==> config.mk <==
export PLATFORM = sky130hd
export DESIGN_NAME = mul_share_ctrl
export DESIGN_NICKNAME = d
export VERILOG_FILES = /design/src/rtl/mul_share_ctrl.sv
export SDC_FILE = /design/constraint.sdc
export NUM_CORES = 1
export LEC_CHECK = 0
export CAP_MARGIN = 20
export CORE_MARGIN = 2
export CORE_UTILIZATION = 25
export DETAILED_ROUTE_END_ITERATION = 16
export PLACE_DENSITY_LB_ADDON = 0.1
export SLEW_MARGIN = 15
export SYNTH_ARGS = -nofsm -noshare
export SYNTH_HDL_FRONTEND = slang
export SYNTH_SLANG_ARGS = --single-unit
==> constraint.sdc <==
create_clock -name clk -period 2.8 [get_ports clk]
set_clock_uncertainty 0.1 [all_clocks]
set_input_delay 0.28 -clock clk [delete_from_list [all_inputs] [get_ports clk]]
set_output_delay 0.28 -clock clk [all_outputs]
set_load 0.05 [all_outputs]
==> src/rtl/mul_share_ctrl.sv <==
`default_nettype none
// ============================================================================
//  Module   : mul_share_ctrl
//  Purpose  : Round-robin controller that lets two requesters share one
//             repeated-add multiplier datapath (A, B, P registers).
//  Revision : 1.0 - initial release
// ============================================================================
module mul_share_ctrl #(
    parameter int WIDTH = 16
) (
    input  logic             clk,
    input  logic             rst,
    input  logic             req0,
    input  logic             req1,
    input  logic [WIDTH-1:0] a0,
    input  logic [WIDTH-1:0] b0,
    input  logic [WIDTH-1:0] a1,
    input  logic [WIDTH-1:0] b1,
    input  logic             eqz,
    input  logic [WIDTH-1:0] p_in,
    output logic [WIDTH-1:0] data_in,
    output logic             LdA,
    output logic             LdB,
    output logic             LdP,
    output logic             clrp,
    output logic             decB,
    output logic [WIDTH-1:0] result,
    output logic             done0,
    output logic             done1,
    output logic             busy,
    output logic             owner
);

    typedef enum logic [2:0] {
        IDLE  = 3'd0,
        LOADA = 3'd1,
        LOADB = 3'd2,
        ADD   = 3'd3,
        DONE  = 3'd4
    } state_t;

    state_t           state_q, state_d;
    logic             owner_q, owner_d;
    logic             last_q,  last_d;
    logic [WIDTH-1:0] a_q,      a_d;
    logic [WIDTH-1:0] b_q,      b_d;
    logic [WIDTH-1:0] result_q, result_d;
    logic             grant;

    // Next-state logic: arbitration in IDLE, fixed sequence afterwards.
    always_comb begin
        state_d  = state_q;
        owner_d  = owner_q;
        last_d   = last_q;
        a_d      = a_q;
        b_d      = b_q;
        result_d = result_q;
        // On a tie the requester that was not served last wins.
        grant    = (req0 && req1) ? ~last_q : req1;
        case (state_q)
            IDLE: begin
                if (req0 || req1) begin
                    owner_d = grant;
                    a_d     = grant ? a1 : a0;
                    b_d     = grant ? b1 : b0;
                    state_d = LOADA;
                end
            end
            LOADA: state_d = LOADB;
            LOADB: state_d = ADD;
            ADD: begin
                if (eqz) begin
                    result_d = p_in;
                    state_d  = DONE;
                end
            end
            DONE: begin
                last_d  = owner_q;
                state_d = IDLE;
            end
            default: state_d = IDLE;
        endcase
    end

    // State and data registers with asynchronous reset.
    always_ff @(posedge clk or posedge rst) begin
        if (rst) begin
            state_q  <= IDLE;
            owner_q  <= 1'b0;
            last_q   <= 1'b1;
            a_q      <= '0;
            b_q      <= '0;
            result_q <= '0;
        end else begin
            state_q  <= state_d;
            owner_q  <= owner_d;
            last_q   <= last_d;
            a_q      <= a_d;
            b_q      <= b_d;
            result_q <= result_d;
        end
    end

    // Moore output decode of state/owner; only eqz (datapath status) gates LdP/decB.
    always_comb begin
        data_in = '0;
        LdA     = 1'b0;
        LdB     = 1'b0;
        LdP     = 1'b0;
        clrp    = 1'b0;
        decB    = 1'b0;
        done0   = 1'b0;
        done1   = 1'b0;
        case (state_q)
            LOADA: begin
                data_in = a_q;
                LdA     = 1'b1;
            end
            LOADB: begin
                data_in = b_q;
                LdB     = 1'b1;
                clrp    = 1'b1;
            end
            ADD: begin
                LdP  = ~eqz;
                decB = ~eqz;
            end
            DONE: begin
                done0 = ~owner_q;
                done1 = owner_q;
            end
            default: ;
        endcase
    end

    assign busy   = (state_q != IDLE);
    assign owner  = owner_q;
    assign result = result_q;

endmodule
`default_nettype wire

# Yosys cells after proc, flatten, opt, wreduce, memory -nomap -nowiden
# Cells that the tools add are included.
[classes]
n_eq_ne = 6
muxes = 12
bitwise_logic = 3
reduce_logical = 7
[op_table]
columns = ["op", "n"]
rows = [
  ["two-way mux 16 bit", 2],
  ["one-hot mux 16 bit (2 select lines)", 1],
  ["one-hot mux 3 bit (4 select lines)", 1],
  ["equality test 3 x 2 -> 1 bit (second input constant)", 2],
  ["two-way mux 1 bit", 6],
  ["two-way mux 3 bit", 2],
  ["AND reduction 2 bit", 3],
  ["inequality test 2 bit (second input constant)", 2],
  ["equality test 3 x 1 -> 1 bit (second input constant)", 1],
  ["equality test 3 bit (second input constant)", 1],
  ["logical NOT 3 bit", 1],
  ["inverter 1 bit", 3],
  ["nonzero test 3 bit", 1],
  ["logical AND 1 bit", 1],
  ["logical OR 1 bit", 1],
]
[totals]
regBits = 53
inputBits = 85
elab_cells = 34

# Depth between registers and ports, before layout
# Gate-level depths: netlist of the first run.
[logic_depth]
depth_word = 3
ltp_mapped = 6

# Worst setup path after synthesis of the first run
# Ideal clock, no wire load.
[synth_timing]
path_type = "flip-flop to output port"
startpoint = "register state_q[1]"
endpoint = "output port data_in[0]"
arrival_ns = 1.781
t_required_ns = 2.420
slack_ns = 0.639
path_stages_with_launch = 5
cell_sequence = "dfrtp_1 -> buf_2 -> nor3b_2 -> buf_2 -> a22o_1"
[synth_via]
elab_chain_cells = 2
elab_cells_between_ends = 3
[synth_lines]
columns = ["item", "line", "source"]
rows = [
  ["start: declaration", "42", "state_t state_q, state_d;"],
  ["start signal: assignment", "95", "state_q <= state_d;"],
  ["equality test 3 x 2 -> 1 bit or equality test 3 x 1 -> 1 bit (tied branches)", "114", "case (state_q)"],
  ["one-hot mux 16 bit (2 select lines) *", "114", ""],
  ["end: declaration", "21", "output logic [WIDTH-1:0] data_in,"],
]
# Mark *: on every way between the ends. The rest lies on a longest branch, timed or not.

# Final worst setup path of the first run
[layout_timing]
startpoint = "register state_q[1]"
endpoint = "output port busy"
[layout_via]
elab_chain_cells = 1
[layout_lines]
columns = ["item", "line", "source"]
rows = [
  ["nonzero test 3 bit", "136", "assign busy = (state_q != IDLE);"],
  ["end: declaration", "30", "output logic busy,"],
]
# No other way between the ends.

==> impl_metrics.py, run 1 <==
metrics = {
    "sta": {
        "slew_headroom_pct": 61.3,
        "worst_pin_slew_ns": 0.578,
        "tns_ns": 0,
        "period_minus_slack_ns": 2.62,
        "setup_viol": 0,
        "fin_crit_sh_pct": 93.4,
        "max_freq_mhz": 382,
        "rsz0062_at_grt": "no",
        "setup_ws_ns": 0.184,
        "finalMaxSlewViolations": 0,
        "hold_violations": 0,
    },
    "route": {
        "vias": 2044,
        "drc": 0,
        "drtPass1Iterations": 4,
        "wl_per_cell_um": 16.2,
        "ant_nets": 0,
        "drtIter0Drc": 41,
        "drt-total-wl_um": 7250,
        "routed_via_density": 4.56,
    },
    "yosys": {
        "syn-cell-area_um2": 2460,
        "avgSynthCellArea_um2": 12.8,
        "yosysSeqAreaShare_pct": 53.9,
        "synth_edf_count": 0,
        "synth_top_area_share_pct": 52.8,
        "synth_flop_cell": "dfrtp_1",
        "synth_async_sr_flop_share_pct": 100,
        "yosysWarnings": 0,
        "yosysMostFrequentCell": "dfrtp_1",
        "syn_inst": 193,
        "yosys-top-cells-count": "dfrtp_1, or3_1, o221a_2, a22o_1, mux2_2",
        "synth_area_leaders": "dfrtp_1, o221a_2, or3_1",
        "yosys.area.top_type": "dfrtp_1",
        "synth-seq-cells": 53,
        "synth_nets": 278,
        "ys_types": 27,
    },
    "clock_tree": {
        "clock_sinks": 53,
        "cts.repair.resized": 0,
        "hold_buffers": 0,
        "htree_levels": 2,
        "cts_tree": "yes",
        "clk_pin_slew_ns": 0.10,
        "cts_setup_buffers": 0,
        "cts_buffers": 5,
        "cts-root-buf": "clkbuf_8",
        "clk_latency_ns": 0.30,
        "cts_max_path_buffers": 2,
    },
    "power": {
        "swShare_pct": 45.3,
        "clkPwrFrac_pct": 7.5,
        "ir_drop_mv": 0.430,
        "p_switching_uw": 2520,
        "seq_power_share_pct": 25.2,
        "p_comb_share_pct": 67.3,
        "internal-power_uw": 3040,
        "p_per_area_nw_per_um2": 1350,
        "leakage_uw": 0.00159,
    },
    "worst_hold_path": {
        "min_path_type": "in2async",
    },
    "floorplan": {
        "die_area_um2": 10700,
        "die_height_um": 103,
        "rows": 36,
        "start_util_pct": 25.5,
        "die_x_um": 103,
        "core_um2": 9680,
        "ios": 126,
    },
    "worst_setup_path": {
        "cp_data_required_time_ns": 2.42,
        "crit_fanout": 35,
        "ff2ff_setup_slack_ns": 0.86,
        "cp.arrival_ns": 2.24,
        "critPathLaunchType": "flop",
        "worst_setup_path_end_kind": "output port",
        "crit_type": "reg2out",
    },
    "flow_run": {
        "drv_cap": 0,
    },
    "placed_design": {
        "dp_slack_ns": 0.484,
        "place_congestion": 0.793,
        "numPortBuffers": 125,
        "hpwl_um": 5280,
    },
    "run_status": {
        "outcome": "finished clean",
    },
    "finish": {
        "diodes": 0,
        "fill_cells": 947,
        "syn_to_final_growth_pct": 66.5,
        "nets": 399,
        "drive_gt1_share_pct": 27.9,
    },
    "global_route": {
        "grt_pass1_wl_um": 11000,
        "grt-ovfl-total": 0,
        "grt_use_total_pct": 13.6,
        "antenna_found_initial": 0,
        "grt_pass1_vias": 2033,
        "grt_max_degree": 36,
    },
}
==> routing by layer <==
metal / track usage, % / vias to the layer above / wire length (µm)
met5: 0 / - / 0
met2: 21.7 / 66 / 3500
met4: 3.74 / 0 / 108
met1: 19.1 / 970 / 3280
met3: 2.28 / 6 / 356
li1: - / 1002 / -
==> flip-flops by register name (all words and copies together) (netlist names) <==
register,count
a_q,16
b_q,16
last_q,1
owner,1
result,16
state_q,3
==> cells in the final DEF, fill, tap and decap left out, drive strengths merged <==
cell type,instances
o2bb2ai,1
a21bo,1
a22o,16
clkbuf,8
nor2,7
nand3,1
nor3,2
and3,1
buf,26
nand2b,3
or3,33
clkdlybuf4s50,106
a21o,1
nor3b,1
nand4b,1
dfrtp,52
o21a,1
o221a,32
nand2,2
mux2,16
inv,3
dfstp,1
==> path summary, 6_finish.rpt <==
kind,endpoint,start,cells after the start
worst min-delay path,state_q[2],rst,2
min in group clk,result[4],result[4],1
worst max-delay path,busy,state_q[1],3
worst max register to register,b_q[11],state_q[0],5
max in group asynchronous,result[7],rst,3
worst min register to register,result[4],result[4],1
==> critical path, stage by stage, from the launching register on <==
cell,delay [ns]
dfrtp_1,0.53
nor3_4,0.09
inv_2,0.41
clkdlybuf4s50_1,0.91
==> area by class of cell <==
| class | count | area (µm²) | area share [%] |
|---|---|---|---|
| sequential | 53 | 1330 | 32.3 |
| multi-input combinational | 119 | 1040 | 25.3 |
| tap | 133 | 166 | 4.05 |
| clock buffer | 8 | 80.1 | 1.95 |
| timing repair buffer | 132 | 1480 | 36.1 |
| inverter | 3 | 11.3 | 0.274 |
==> power by group through the flow <==
stage               Combinational [µW]  Clock, µW  Sequential [µW]
floorplan                         1840          0             1780
global placement                  3780          0             1410
detailed placement                3790          0             1420
CTS                               3800        445             1400
global route                      3930        482             1460
finish                            3740        419             1400
==> logic make-up (layout without fill, tap and decap cells) <==
logic type      Yosys count  after routing  synth area share [%]
buf+inv                  21            143                  4.01
compound gates           52             52                  21.7
mux                      16             16                  7.31
flops                    53             53                  53.9
simple gates             51             51                  13.1
==> stage by stage <==
step	hold slack [ns]	util [%]	total power (µW)	area, µm²	cells
2_1_floorplan	0.331	-	3620	2460	193
3_3_place_gp	0.385	41.6	5180	4030	440
3_5_place_dp	0.392	41.6	5210	4030	440
4_1_cts	0.265	42.4	5650	4110	448
5_1_grt	0.296	42.4	5870	4110	448
6_report	0.251	42.4	5560	4110	448
Power figures use the tool's default switching activity.
==> run 2, diff against run 1 <==
--- a/config.mk
+++ b/config.mk
@@ -9,6 +9,7 @@
 export CORE_MARGIN = 2
 export CORE_UTILIZATION = 25
 export DETAILED_ROUTE_END_ITERATION = 16
+export DONT_BUFFER_PORTS = 1
 export PLACE_DENSITY_LB_ADDON = 0.1
 export SLEW_MARGIN = 15
 export SYNTH_ARGS = -nofsm -noshare
==> run 2 against run 1 <==
Against the previous run: utilization is 10 points lower; critical path depth is 2 higher; total power is 4.7% lower; register-to-register slack hardly changed; non-clock buffer count is 100 lower; setup slack better by 0.35 ns; design area is 24% lower; sequential power is 35% higher; worst hold slack worse by 0.23 ns; combinational power is 23% lower; largest cell class is now sequential cells; highest routed layer unchanged.
==> impl_metrics.py, run 2 (synthesis gave the netlist of run 1 again) <==
metrics = {
    "floorplan": {
        "die_area_um2": 10700,
        "core_um2": 9680,
        "ios": 126,
        "start_util_pct": 25.5,
        "die_height_um": 103,
        "rows": 36,
        "die_x_um": 103,
    },
    "run_status": {
        "outcome": "finished clean",
    },
    "worst_setup_path": {
        "cp_data_required_time_ns": 2.42,
        "crit_buf_inv": 2,
        "cp.arrival_ns": 1.88,
        "crit_family": "flip-flops",
        "crit_chain": "nand2b_1 > nor2_2 > buf_4 > a22o_1 > buf_12",
        "cpMaxStageDelayCell": "dfrtp_1",
        "critPathLaunchType": "flop",
        "worst_setup_path_end_kind": "output port",
        "crit_type": "reg2out",
        "max_stage_delay_ns": 0.49,
        "crit_fanout": 18,
    },
    "sta": {
        "hold_slack_ns": 0.0185,
        "finalMaxSlewViolations": 0,
        "setup_viol": 0,
        "setup_ws_ns": 0.536,
        "rsz0062_at_grt": "no",
        "slew_headroom_pct": 59.8,
        "fin_crit_sh_pct": 80.8,
        "worst_pin_slew_ns": 0.602,
        "hold_violations": 0,
        "tns_ns": 0,
        "max_freq_mhz": 442,
        "period_minus_slack_ns": 2.26,
    },
    "clock_tree": {
        "clk_latency_ns": 0.30,
        "cts_setup_buffers": 0,
        "clk_pin_slew_ns": 0.10,
        "clock_sinks": 53,
        "cts_buffers": 5,
        "cts_max_path_buffers": 2,
        "htree_levels": 2,
        "cts_tree": "yes",
        "cts-root-buf": "clkbuf_8",
    },
    "finish": {
        "multiInputGateArea_um2": 1050,
        "diodes": 0,
        "fill_cells": 983,
        "final_cell_mix": "dfrtp_1, or3_1, o221a_2",
        "nets": 299,
        "regArea_um2": 1330,
        "fin_cells": 348,
        "final_common_cell": "dfrtp_1",
        "syn_to_final_growth_pct": 26.8,
        "final_util_pct": 32.3,
        "drive_gt1_share_pct": 42.3,
    },
    "route": {
        "wl_per_cell_um": 20.1,
        "vias": 1748,
        "ant_nets": 0,
        "drtPass1Iterations": 4,
        "routed_via_density": 5.02,
        "drt-total-wl_um": 7010,
        "drc": 0,
        "drtIter0Drc": 47,
    },
    "global_route": {
        "antenna_found_initial": 0,
        "grt_use_total_pct": 12.9,
        "grt_max_degree": 36,
        "grt_pass1_wl_um": 10300,
        "grt_pass1_vias": 1809,
        "grt-ovfl-total": 0,
    },
    "placed_design": {
        "numPortBuffers": 0,
        "hpwl_um": 5070,
        "dp.cells": 334,
        "place_congestion": 0.736,
        "dp_slack_ns": 0.887,
    },
    "flow_run": {
        "drv_cap": 0,
    },
    "power": {
        "leakage_uw": 0.00122,
        "ir_drop_mv": 0.413,
        "p_per_area_nw_per_um2": 1700,
    },
    "worst_hold_path": {
        "min_path_type": "in2reg",
    },
}
-- run 2: path summary, 6_finish.rpt --
path,from,endpoint,slack (ns),depth (start not counted)
worst max-delay path,state_q[2],data_in[10],0.54,5
worst min-delay path,p_in[15],result[15],0.02,1
worst max register to register,state_q[0],b_q[11],0.86,5
worst min register to register,last_q,last_q,0.43,1
max in group asynchronous,rst,b_q[11],1.41,3
min in group asynchronous,rst,result[9],0.40,2
-- run 2: cell type report --
class / instances / area share [%]
Tap cell: 133 / 5.33
Clock inverter: 1 / 0.961
Sequential cell: 53 / 42.5
Timing Repair Buffer: 32 / 14.6
Multi-Input combinational cell: 119 / 33.5
Clock buffer: 7 / 2.76
Inverter: 3 / 0.360
-- run 2: layer usage --
layer / GRT usage (%) / share of wire [%]
met5: 0 / 0
met4: 2.73 / 0.57
met2: 21.4 / 50
met3: 2.35 / 4.7
met1: 17.5 / 45
-- run 2: timing repair --
action                     4_1_cts  5_1_grt
gates resized for setup          0        0
hold buffers                     1        5
hold endpoints to repair        25        5
setup endpoints to repair        0        0
-- run 2: per-stage QoR --
| stage | area (µm²) | total power [µW] |
|---|---|---|
| 3_5_place_dp | 2950 | 4800 |
| 4_1_cts | 3070 | 5370 |
| 3_3_place_gp | 2950 | 4750 |
| 5_1_grt | 3120 | 5550 |
| 2_1_floorplan | 2460 | 3620 |
| 6_report | 3120 | 5300 |
-- run 2: where the power goes --
| group | switching (µW) | leakage [µW] | internal [µW] |
|---|---|---|---|
| sequential | 748 | 0.000597 | 1140 |
| combinational | 1510 | 0.000565 | 1360 |
| clock | 249 | 0.0000585 | 292 |
| total | 2510 | 0.00122 | 2790 |
==> run 3, diff against run 2 <==
==> constraint.sdc (replaced) <==
create_clock -name clk -period 2.1 [get_ports clk]
set_clock_uncertainty 0.1 [all_clocks]
set_input_delay 0.21 -clock clk [delete_from_list [all_inputs] [get_ports clk]]
set_output_delay 0.21 -clock clk [all_outputs]
set_load 0.05 [all_outputs]
==> run 3 against run 2 <==
Against the previous run: clock power increased by 15%; wire length increased by 4.2%; die area unchanged; largest cell class unchanged.
==> impl_metrics.py, run 3 (synthesis gave the netlist of run 1 again) <==
metrics = {
    "sta": {
        "rsz0062_at_grt": "no",
        "hold_violations": 0,
        "tns_ns": 0,
        "fin_crit_sh_pct": 94.1,
        "max_freq_mhz": 506,
        "slew_headroom_pct": 63.5,
        "period_minus_slack_ns": 1.98,
        "finalMaxSlewViolations": 0,
        "setup_viol": 0,
        "worst_pin_slew_ns": 0.548,
    },
    "flow_run": {
        "drv_cap": 0,
    },
    "global_route": {
        "grt_max_degree": 54,
        "grt_use_total_pct": 13.7,
        "grt_pass1_wl_um": 11000,
        "antenna_found_initial": 1,
        "grt-ovfl-total": 0,
        "grt_pass1_vias": 2012,
    },
    "route": {
        "vias": 1951,
        "wl_per_cell_um": 18.4,
        "drtIter0Drc": 95,
        "routed_via_density": 4.93,
        "drc": 0,
        "drtPass1Iterations": 4,
        "ant_nets": 0,
        "drt-total-wl_um": 7300,
    },
    "worst_setup_path": {
        "cp_data_required_time_ns": 1.79,
        "critPathLaunchType": "flop",
        "crit_fanout": 18,
        "worst_setup_path_end_kind": "output port",
        "crit_type": "reg2out",
        "cp.arrival_ns": 1.67,
    },
    "finish": {
        "drive_gt1_share_pct": 37.4,
        "final_cell_mix": "dfrtp_1, dlygate4sd3_1, or3_1",
        "nets": 346,
        "multiInputGateArea_um2": 1050,
        "regArea_um2": 1330,
        "syn_to_final_growth_pct": 45.6,
        "fill_cells": 962,
    },
    "clock_tree": {
        "cts_max_path_buffers": 2,
        "htree_levels": 2,
        "cts_buffers": 5,
        "cts_tree": "yes",
        "clock_sinks": 53,
        "clk_pin_slew_ns": 0.10,
        "cts-root-buf": "clkbuf_8",
        "cts_setup_buffers": 0,
        "clk_latency_ns": 0.31,
    },
    "floorplan": {
        "die_area_um2": 10700,
        "ios": 126,
        "die_height_um": 103,
        "die_x_um": 103,
        "rows": 36,
        "core_um2": 9680,
        "start_util_pct": 25.5,
    },
    "power": {
        "ir_drop_mv": 0.513,
        "total_power_uw": 7090,
        "leakage_uw": 0.00141,
        "p_per_area_nw_per_um2": 1980,
    },
    "placed_design": {
        "numPortBuffers": 0,
        "hpwl_um": 5070,
        "place_congestion": 0.748,
    },
    "run_status": {
        "outcome": "finished clean",
    },
    "worst_hold_path": {
        "min_path_type": "in2reg",
    },
}
run 3: repair_timing:
action                     in CTS  in global routing
pin swaps                       0                  0
setup endpoints to repair       1                 21
hold buffers                   48                  1
resized for setup               1                  4
hold endpoints to repair       99                  1
run 3: layout make-up:
cell class / count / area share (%)
Timing Repair Buffer: 79 / 26.1
Clock inverter: 1 / 0.209
Antenna cell: 1 / 0.0697
Multi-Input combinational cell: 119 / 29.2
Tap cell: 133 / 4.64
Sequential cell: 53 / 37.1
Inverter: 3 / 0.314
Clock buffer: 7 / 2.41
run 3: critical path, cell delays in order, from the launching register on:
cell      delay (ns)
dfrtp_2         0.48
nand2b_1        0.20
nor2_2          0.10
buf_6           0.20
a22o_1          0.22
buf_12          0.15
run 3: routing by layer:
metal  wire length [µm]  track usage [%]  part of all wire (%)  vias to the layer above
li1                   -                -                     -                      895
met1               3240             17.9                    44                      991
met2               3670             22.8                    50                       59
met3                310             2.42                   4.2                        6
met4                 78             4.76                   1.1                        0
met5                  0                0                     0                        -
run 3: metrics by stage:
step | hold slack (ns) | worst slack [ns] | area (µm²) | util, % | instances
after floorplan | 0.261 | 0.00937 | 2460 | - | 193
after detailed placement | 0.0768 | 0.136 | 2990 | 30.9 | 338
final | 0.0184 | 0.123 | 3590 | 37.1 | 396
after CTS | 0.0000130 | 0.0437 | 3570 | 36.8 | 394
after global routing | 0.00728 | 0.0203 | 3590 | 37.1 | 396
after global placement | 0.0729 | 0.210 | 2990 | 30.9 | 338
run 3: worst paths after layout:
kind / depth (start not counted) / start / to / slack (ns)
setup reg to reg: 5 / state_q[0] / b_q[9] / 0.22
hold / removal: 1 / b0[9] / b_q[9] / 0.02
min in group asynchronous: 3 / rst / b_q[7] / 0.29
hold reg to reg: 1 / last_q / last_q / 0.43
max in group asynchronous: 3 / rst / last_q / 1.32
setup / recovery: 5 / state_q[2] / data_in[4] / 0.12
run 3: power breakdown:
group	internal (µW)	switching [µW]
Combinational	1920	2080
Clock	269	354
Sequential	1530	942
